[src/rtl/queue_egress.sv]
// Read side of a RAM-backed queue: pops the controller under a credit limit,
// tracks RAM reads in flight, and buffers returned words into a registered valid/ready stream.
module queue_egress #(
  parameter int  W      = 32,
  parameter int  N      = 16,
  parameter int  RD_LAT = 1,
  localparam int BUF_N  = RD_LAT + 1,
  localparam int LW     = $clog2(BUF_N + 1),
  localparam int PW     = $clog2(BUF_N)
) (
  input  logic          clk,
  input  logic          rst,
  input  logic          i_empty_w,
  output logic          o_pop,
  input  logic [W-1:0]  i_rd_data,
  output logic          o_valid,
  output logic [W-1:0]  o_data,
  input  logic          i_ready,
  output logic [LW-1:0] o_level,
  output logic          o_busy
);

  if (RD_LAT < 1 || RD_LAT > 2 || N < 2 || (N & (N - 1)) != 0) begin : g_bad_param
    $error("queue_egress: RD_LAT must be 1 or 2 and N a power of 2");
  end

  logic                    empty_r;
  logic [RD_LAT-1:0]       vld_pipe;
  logic [BUF_N-1:0][W-1:0] mem;
  logic [PW-1:0]           wr_ptr, rd_ptr;
  logic [LW-1:0]           occ;
  logic                    capture, deq, full;
  int                      outstanding;

  function automatic logic [PW-1:0] ptr_inc(input logic [PW-1:0] p);
    return (p == PW'(BUF_N - 1)) ? '0 : p + 1'b1;
  endfunction

  assign capture = vld_pipe[RD_LAT-1];
  assign deq     = o_valid & i_ready;
  assign full    = (occ == LW'(BUF_N));

  // Every pop owns a buffer slot until its word leaves, so the buffer can never overflow.
  always_comb begin
    outstanding = $countones(vld_pipe) + int'(occ);
    o_pop       = !rst && !empty_r && ((outstanding - int'(deq)) < BUF_N);
  end

  always_ff @(posedge clk) begin
    if (rst) begin
      empty_r  <= 1'b1;
      vld_pipe <= '0;
      wr_ptr   <= '0;
      rd_ptr   <= '0;
      occ      <= '0;
      mem      <= '0;
    end else begin
      empty_r     <= i_empty_w;
      vld_pipe[0] <= o_pop;
      for (int i = 1; i < RD_LAT; i++) vld_pipe[i] <= vld_pipe[i-1];
      if (capture) begin
        mem[wr_ptr] <= i_rd_data;
        wr_ptr      <= ptr_inc(wr_ptr);
      end
      if (deq) rd_ptr <= ptr_inc(rd_ptr);
      case ({capture, deq})
        2'b10:   occ <= occ + 1'b1;
        2'b01:   occ <= occ - 1'b1;
        default: ;
      endcase
    end
  end

  always_ff @(posedge clk)
    if (!rst) assert (!(capture && full && !deq));

  assign o_valid = (occ != '0);
  assign o_data  = mem[rd_ptr];
  assign o_level = occ;
  assign o_busy  = (|vld_pipe) || (occ != '0);

endmodule

[config.mk]
export PLATFORM = sky130hd
export DESIGN_NAME = queue_egress
export DESIGN_NICKNAME = d
export VERILOG_FILES = /design/src/rtl/queue_egress.sv
export SDC_FILE = /design/constraint.sdc
export NUM_CORES = 1
export LEC_CHECK = 0
export CORE_ASPECT_RATIO = 2
export CORE_UTILIZATION = 49
export DETAILED_ROUTE_END_ITERATION = 8
export PLACE_DENSITY = 0.9
export SKIP_CTS_REPAIR_TIMING = 1
export SLEW_MARGIN = 20
export SYNTH_ARGS = -nofsm -noshare
export SYNTH_HDL_FRONTEND = slang
export SYNTH_SLANG_ARGS = --single-unit
[constraint.sdc]
create_clock -name clk -period 2.2 [get_ports clk]
set_input_delay 0.44 -clock clk [delete_from_list [all_inputs] [get_ports clk]]
set_output_delay 0.44 -clock clk [all_outputs]
set_load 0.02 [all_outputs]
## Word-level counts from Yosys, hierarchy flattened

Index checks and enable logic that the tools add are counted.

| storage, ports and cells | value |
|---|---|
| register bits | 70 |
| logic and storage cells | 36 |

| cells by class | value |
|---|---|
| add/sub/neg operators | 6 |
| order comparisons | 4 |
| eq/ne operators | 2 |
| muxes and demuxes | 8 |
| bitwise gates (word level) | 1 |
| reduce and logical (&&, ||, !) cells | 8 |

Operators by type and width:

| kind | number |
|---|---|
| 32-bit 2-to-1 mux | 3 |
| 64-bit bitwise mux | 1 |
| 32-bit demux with 1-bit select | 1 |
| 1-bit by 2-bit less-than comparator with 1-bit output, second input constant | 2 |
| 4-bit by 3-bit less-than comparator with 1-bit output, second input constant | 1 |
| 2-bit case mux with 2 select lines | 1 |
| 2-bit nonzero test | 2 |
| 3-bit by 1-bit subtractor with 4-bit output | 1 |
| 1-bit by 2-bit adder with 3-bit output | 1 |
| 1-bit logical AND | 3 |
| 1-bit adder, second input constant | 2 |
| 2-bit by 1-bit adder with 2-bit output, second input constant | 1 |
| 2-bit by 1-bit equality test with 1-bit output, second input constant | 1 |
| 2-bit equality test, second input constant | 1 |
| 1-bit zero test | 2 |
| 1-bit 2-to-1 mux | 2 |
| 2-bit by 1-bit subtractor with 2-bit output, second input constant | 1 |
| 1-bit bitwise AND | 1 |
| 1-bit >= comparator, second input constant | 1 |
| 1-bit logical OR | 1 |

## Longest topological paths before layout

Gate-level depths: netlist of the first run.

| depth | value |
|---|---|
| depth in word-level cells | 5 |
| gate-level depth with buffers | 7 |
| gate-level depth less buffers | 6 |

## Worst setup path after synthesis of the first run

No wires, ideal clock.

| path | value |
|---|---|
| path type | register to output |
| from | register occ[1] (netlist: o_level[1]) |
| to | output o_pop |
| arrival time | 2.220 ns |
| data required time | 1.760 ns |
| slack | -0.460 ns |
| stages on the path, launching flop included | 8 |
| buffers on the path | 1 |
| cells stage by stage | dfxtp_1 > buf_2 > o21ai_1 > or2_1 > inv_2 > fa_1 > xor2_1 > nor4b_1 |

| between the ends | value |
|---|---|
| longest elaborated chain between the ends | 5 |
| elaborated cells on any way between the ends | 6 |
| classes of those cells | 2 x add/sub; 1 x order compare; 1 x bitwise; 2 x reduce/logical |

Ends and longest elaborated chain:

| item | line | text |
|---|---|---|
| start: declaration | 31 | `logic [LW-1:0] occ;` |
| start signal: assignment | 67 | `2'b10: occ <= occ + 1'b1;` |
| start signal: assignment | 68 | `2'b01: occ <= occ - 1'b1;` |
| parallel branches: the longest is 2 deep, another holds 1-bit by 2-bit adder with 3-bit output | - |  |
| 3-bit by 1-bit subtractor with 4-bit output * | 46 | `o_pop = !rst && !empty_r && ((outstanding - int'(deq)) < BUF_N);` |
| 4-bit by 3-bit less-than comparator with 1-bit output * | 46 |  |
| 1-bit logical AND * | 46 |  |
| end: declaration | 14 | `output logic o_pop,` |

Mark *: on every way between the ends.

## Final worst setup path of the first run

| path | value |
|---|---|
| from | register occ[0] (netlist: o_level[0]) |
| to | output o_pop |

Same word-level chain as after synthesis.

==> flow_summary.toml, run 1 <==
[clocking]
clk_latency_ns = 0.33
numCtsBuffers = 9
clk_pin_slew_ns = 0.05
cts_max_path_buffers = 2
htreeDepth = 3
cts_tree = "built"
root_buffer = "clkbuf_16"
clkSinkCount = 70

[final_layout]
final_util_pct = 73.1
syn_to_final_growth_pct = 41.6
insertedDiodeCount = 0
drive_gt1_share_pct = 17.8
final_cell_area_um2 = 4210
multi_input_area_um2 = 1430
final-seq-area_um2 = 1410
fill_cells = 429
fin_nets = 466

[detailed_routing]
drcViolationCount = 10
via_per_inst = 5.44
via_count = 2685
ant_nets = 0
drtPass1Iterations = 6
wirelength_um = 7750
routedWlPerCell_um = 15.7
drt_iter0_drc = 98

[synthesis]
ys_warn_count = 0
async_reset_ff_share_pct = 0
synth_fp_nets = 398
synth_edf_count = 0
syn_inst = 360
synth_commonest_cells = "nand2_1 (130), dfxtp_1 (70), a21oi_1 (66)"
ys_types = 28
syn_avg_cell_area_um2 = 8.26
synthTopCellsByArea = "dfxtp_1 (47%), nand2_1 (16%), mux2_2 (12%)"
synth.top_cell.area_share_pct = 47.1
yosysMostFrequentCell = "nand2_1"
synth_ff_type = "dfxtp_1"
ys_ff_latch = 70
netlist_area_um2 = 2970
yosys.area.top_type = "dfxtp_1"
ys_seq_area_share_pct = 47.1

[grt]
grt_max_degree = 71
grt_pass1_vias = 2708
grt_overflow = 0
grt_pass1_wl_um = 12200
antenna_found_initial = 0
grt_usage_pct = 25.2

[die]
die_w_um = 57.1
dieArea_um2 = 6400
start_util_pct = 51.7
coreArea_um2 = 5760
fp.dieH_um = 112
rows = 39
ioPinCount = 73

[min_path]
hp-class = "reg2reg"

[timing]
finalHoldViolCount = 0
worst_slack_ns = -0.225
timing_max_transition_violations_final = 0
finalCriticalPeriod_ns = 2.42
rsz0062_at_grt = "true"
worst_pin_slew_ns = 0.697
relSlewSlack_pct = 53.6
fin_crit_sh_pct = 110
setup_violations = 1
fmax_mhz = 412
skew_ns = 0.00368

[run_status]
violations = "DRC, setup timing"
status = "complete, but fails checks"

[critical_path]
worstPathArrival_ns = 1.98
crit_chain = "o21ai_2 -> or2_1 -> inv_2 -> fa_2 -> xor2_2 -> nor4b_4 -> buf_4"
cp.required_ns = 1.76
worst-path-max-fanout = 3
start_kind = "flop"
cp-end-kind = "primary output"
path_class = "reg2out"
critPathSlowestCell = "fa_2"
slowest_delay_ns = 0.34

[placed_design]
routabilityCongestion = 0.804
portBuffers = 72
hpwl_um = 4910
dpl_cell_area_um2 = 3770

[power]
pwr-share-seq_pct = 39.5
total_power_mw = 3.36
power_density_nw_per_um2 = 798
worst_ir_drop_vdd_mv = 0.564
p_int_mw = 2.64
p_switching_mw = 0.718
comb_power_share_pct = 11.3
leakage_nw = 2.10
p_clk_share_pct = 49.2
switching_share_pct = 21.4

[run]
max_cap_violations = 0
logic make-up (layout without fill, tap and decap cells):
family / after synthesis / count (layout) / share of synthesized area (%)
flip-flops: 70 / 70 / 47.1
buffers and inverters: 32 / 105 / 5.81
AND/OR/NAND/NOR: 150 / 150 / 20.7
multiplexers: 32 / 32 / 12.1
AO/OA/AOI/OAI: 71 / 71 / 12.2
XOR/XNOR: 3 / 3 / 0.884
adder cells (fa/ha/maj): 2 / 2 / 1.09
cell type report:
cell class	count	share of cell area (%)
well taps	61	1.81
flip-flops and latches	70	33.4
repair buffers	87	22.2
clock buffers	14	6.98
inverters	2	0.178
multi-input cells	258	34.0
clock inverters	2	1.43
layout by cell type, fill, tap and decap left out, types with 4 or more instances in the layout:
master           Yosys  layout
a21oi_1             66      66
buf_4                7      14
clkbuf_16            0       9
clkbuf_8             0       5
clkdlybuf4s50_1      0      36
dfxtp_1             70      67
dlymetal6s2s_1       0      34
mux2_2              32      32
nand2_1            130     130
nand2b_1             4       4
power by group through the flow:
stage | Combinational, mW | Sequential, mW | Clock [mW]
final | 0.380 | 1.33 | 1.65
after global routing | 0.404 | 1.33 | 1.73
after floorplan | 0.208 | 1.35 | 0
after detailed placement | 0.382 | 1.35 | 0
after global placement | 0.374 | 1.35 | 0
after CTS | 0.387 | 1.32 | 1.68
per-stage QoR:
stage	std cells	hold WS (ns)	setup slack, ns	setup TNS, ns
5_1_grt	494	0.471	-0.281	-0.281
3_3_place_gp	478	0.438	-0.934	-1.05
3_5_place_dp	478	0.447	-0.974	-1.17
4_1_cts	494	0.454	-0.994	-3.72
6_report	494	0.453	-0.225	-0.225
2_1_floorplan	360	0.433	0.0110	0
flip-flops by register name, indices dropped and copies added (netlist names):
| name | cells |
|---|---|
| capture | 1 |
| empty_r | 1 |
| rd_ptr | 1 |
| o_level | 2 |
| mem | 64 |
| wr_ptr | 1 |
final timing paths:
check | from | end | slack [ns] | cells past startpoint
worst max-delay path | o_level[0] | o_pop | -0.22 | 7
worst min-delay path | mem[54] | mem[54] | 0.45 | 2
worst max register to register | o_level[0] | o_level[1] | 0.52 | 7
worst min register to register | mem[54] | mem[54] | 0.45 | 2
per-layer routing:
| metal | routed length, um | GRT usage [%] | vias up |
|---|---|---|---|
| met5 | 0 | 0 | - |
| met4 | 281 | 14.1 | 0 |
| met3 | 306 | 7.03 | 20 |
| met2 | 4330 | 44.3 | 67 |
| met1 | 2830 | 26.1 | 1287 |
| li1 | - | - | 1311 |
worst max-delay path, delay by kind of cell (launching register included):
family,cells,cell delay [ns]
and+or+nand+nor,2,0.42
DFF,1,0.33
xor gates and xnor gates,1,0.17
buffers and inverters,2,0.23
adders and majority gates,1,0.34
AOI/OAI and AO/OA,1,0.16
(Power assumes the default switching activity.)
==> run 2: changes to the inputs <==
ABC_AREA = 1   (was default)
PLACE_DENSITY = 0.91   (was 0.9)
clock period = 2.4 ns   (was 2.2 ns; I/O delays follow)
==> run 2 against run 1 <==
The flow now finishes without violations. Critical endpoint unchanged. Die area shrank 2.6%. Clock skew grew 0.0015 ns. Worst setup slack gained 0.24 ns. Critical path type unchanged. Clock-buffer cell count shrank 4.
==> flow_summary.toml, run 2 <==
[run_status]
status = "completed"

[synthesis]
synth-simple-area-share_pct = 31.8
synth_top_family_by_area = "simple AND/OR/NAND/NOR gates"
async_reset_ff_share_pct = 0
synth_fa_ha_area_share_pct = 1.12
synth_edf_count = 0
ys_ff_latch = 70
muxShareOfSynthArea_pct = 0
synth_compound_area_share_pct = 12.3
synth.top_cell.area_share_pct = 48.4
netlist_area_um2 = 2890
synthTopCellsByArea = "dfxtp_1 (48%), nor2_1 (17%), nand2_1 (13%)"
syn_avg_cell_area_um2 = 6.89
yosys.area.top_type = "dfxtp_1"
yosysMostFrequentCell = "nor2_1"
synth_xor_area_share_pct = 0.605
ys_warn_count = 0
syn_inst = 420
ys_types = 20
ys_seq_area_share_pct = 48.4
synth_ff_type = "dfxtp_1"
synth_fp_nets = 458
synth_commonest_cells = "nor2_1 (129), nand2_1 (101), dfxtp_1 (70)"

[final_layout]
final_util_pct = 70.9
mostFrequentLayoutCell = "nor2_1"
insertedDiodeCount = 0
syn_to_final_growth_pct = 39.8
final_cells = 557
largest_reg_flops = 64
layout_common_cells = "nor2_1 (129), nand2_1 (98), clkdlybuf4s50_1 (70)"
final_cell_area_um2 = 4050
fin_nets = 529
regMostFlops = "mem"
drive_gt1_share_pct = 10.3

[detailed_routing]
ant_nets = 0
wirelength_um = 7800
drcViolationCount = 0
via_per_inst = 5.33
via_count = 2968
routedWlPerCell_um = 14.0
drt_iter0_drc = 130
drtPass1Iterations = 5

[power]
total_power_mw = 4.19
leakage_nw = 1.74
power_density_nw_per_um2 = 1040
worst_ir_drop_vdd_mv = 0.997

[critical_path]
cp.required_ns = 1.92
start_kind = "flop"
cp-end-kind = "primary output"
cp_top_family = "adder cells"
critPathSlowestCell = "fa_1"
slowest_delay_ns = 0.53
worstPathArrival_ns = 1.91
worst-path-max-fanout = 3
crit_chain = "inv_4 -> nand2_4 -> nand3_4 -> nand3_4 -> fa_1 -> nand2_2 -> nor3_2 -> buf_4"
rr_worst_depth = 6
crit_top_cell = "nand3_4"
path_class = "reg2out"
critPathLaunch = "o_level[1]"
worst-path-buf-inv = 2
r2r_setup_slack_ns = 0.79
r2r-start = "capture"
r2r-end = "mem[43]"

[placed_design]
portBuffers = 72
hpwl_um = 4780
dp.cells = 541
routabilityCongestion = 0.823
post-place-ws_ns = -0.749
dpl_cell_area_um2 = 3670

[timing]
finalHoldViolCount = 0
timing_max_transition_violations_final = 0
fmax_mhz = 419
setup_violations = 0
worst_pin_slew_ns = 0.604
skew_ns = 0.00517
fin_crit_sh_pct = 99.4
relSlewSlack_pct = 59.7
hold_ws_ns = 0.450
setup_tns_ns = 0
rsz0062_at_grt = "true"
worst_slack_ns = 0.0140
finalCriticalPeriod_ns = 2.39

[die]
rows = 39
dieArea_um2 = 6240
ioPinCount = 73
fp.dieH_um = 111
die_w_um = 56.3
coreArea_um2 = 5710
start_util_pct = 50.7

[grt]
grt_overflow = 0
grt_max_degree = 68
antenna_found_initial = 0
grt_pass1_wl_um = 12900
grt_usage_pct = 26.3
grt_pass1_vias = 2997

[min_path]
hp-start = "empty_r"
hp-class = "reg2reg"
hold_end = "capture"
holdPathStages = 1

[run]
max_cap_violations = 0

[clocking]
clkSinkCount = 70
numCtsBuffers = 9
root_buffer = "clkbuf_16"
cts_max_path_buffers = 2
cts_tree = "built"
htreeDepth = 3
clk_latency_ns = 0.33
clk_pin_slew_ns = 0.06
==> run 2: changes by cell type after synthesis, sizes merged, moves of 5 or more <==
| cell | before | now |
|---|---|---|
| nor2 | 1 | 130 |
| o21ai | 2 | 67 |
| a21oi | 66 | 4 |
| mux2 | 32 | 0 |
| nand2 | 131 | 101 |
| buf | 23 | 14 |
| inv | 2 | 9 |
| clkbuf | 7 | 12 |
==> run 2: routing by layer <==
layer	up-vias	wire (um)	share of wire [%]	track usage, %
li1	1464	-	-	-
met1	1368	2760	35	27.4
met2	114	4330	55	47.6
met3	22	419	5.4	6.18
met4	0	289	3.7	13.3
met5	-	0	0	0
==> run 2: logic make-up (layout without fill, tap and decap cells) <==
| logic type | Yosys count | in the layout |
|---|---|---|
| AND/OR/NAND/NOR | 240 | 240 |
| AO/OA/AOI/OAI | 71 | 71 |
| flip-flops | 70 | 70 |
| buffers and inverters | 35 | 111 |
| adder cells (fa/ha/maj) | 2 | 2 |
| XOR/XNOR | 2 | 2 |
==> run 2: worst max path at each step <==
| stage | end | slack (ns) | cells past startpoint |
|---|---|---|---|
| 2_1_floorplan | o_pop | 0.07 | 7 |
| 3_3_place_gp | o_pop | -0.63 | 8 |
| 3_5_place_dp | o_pop | -0.75 | 8 |
| 4_1_cts | o_pop | -0.76 | 8 |
| 5_1_grt | o_pop | -0.07 | 8 |
| 6_report | o_pop | 0.01 | 8 |
==> run 2: area by class of cell <==
cell class / count / area (um^2)
clock buffers: 10 / 239
clock inverters: 6 / 85.1
fillers: 436 / 1660
inverters: 9 / 38.8
multi-input cells: 315 / 1380
flip-flops and latches: 70 / 1410
well taps: 61 / 76.3
repair buffers: 86 / 818
==> run 2: where the power goes <==
group	internal, mW	switching (mW)
sequential	1.32	0.0932
clock	0.933	0.481
combinational	0.573	0.785
total	2.83	1.36
==> run 3: changes to the inputs <==
CTS_CLUSTER_SIZE = 24   (was default)
==> results of run 3 <==
Final layout, timing and power as in run 2 (identical DEF).
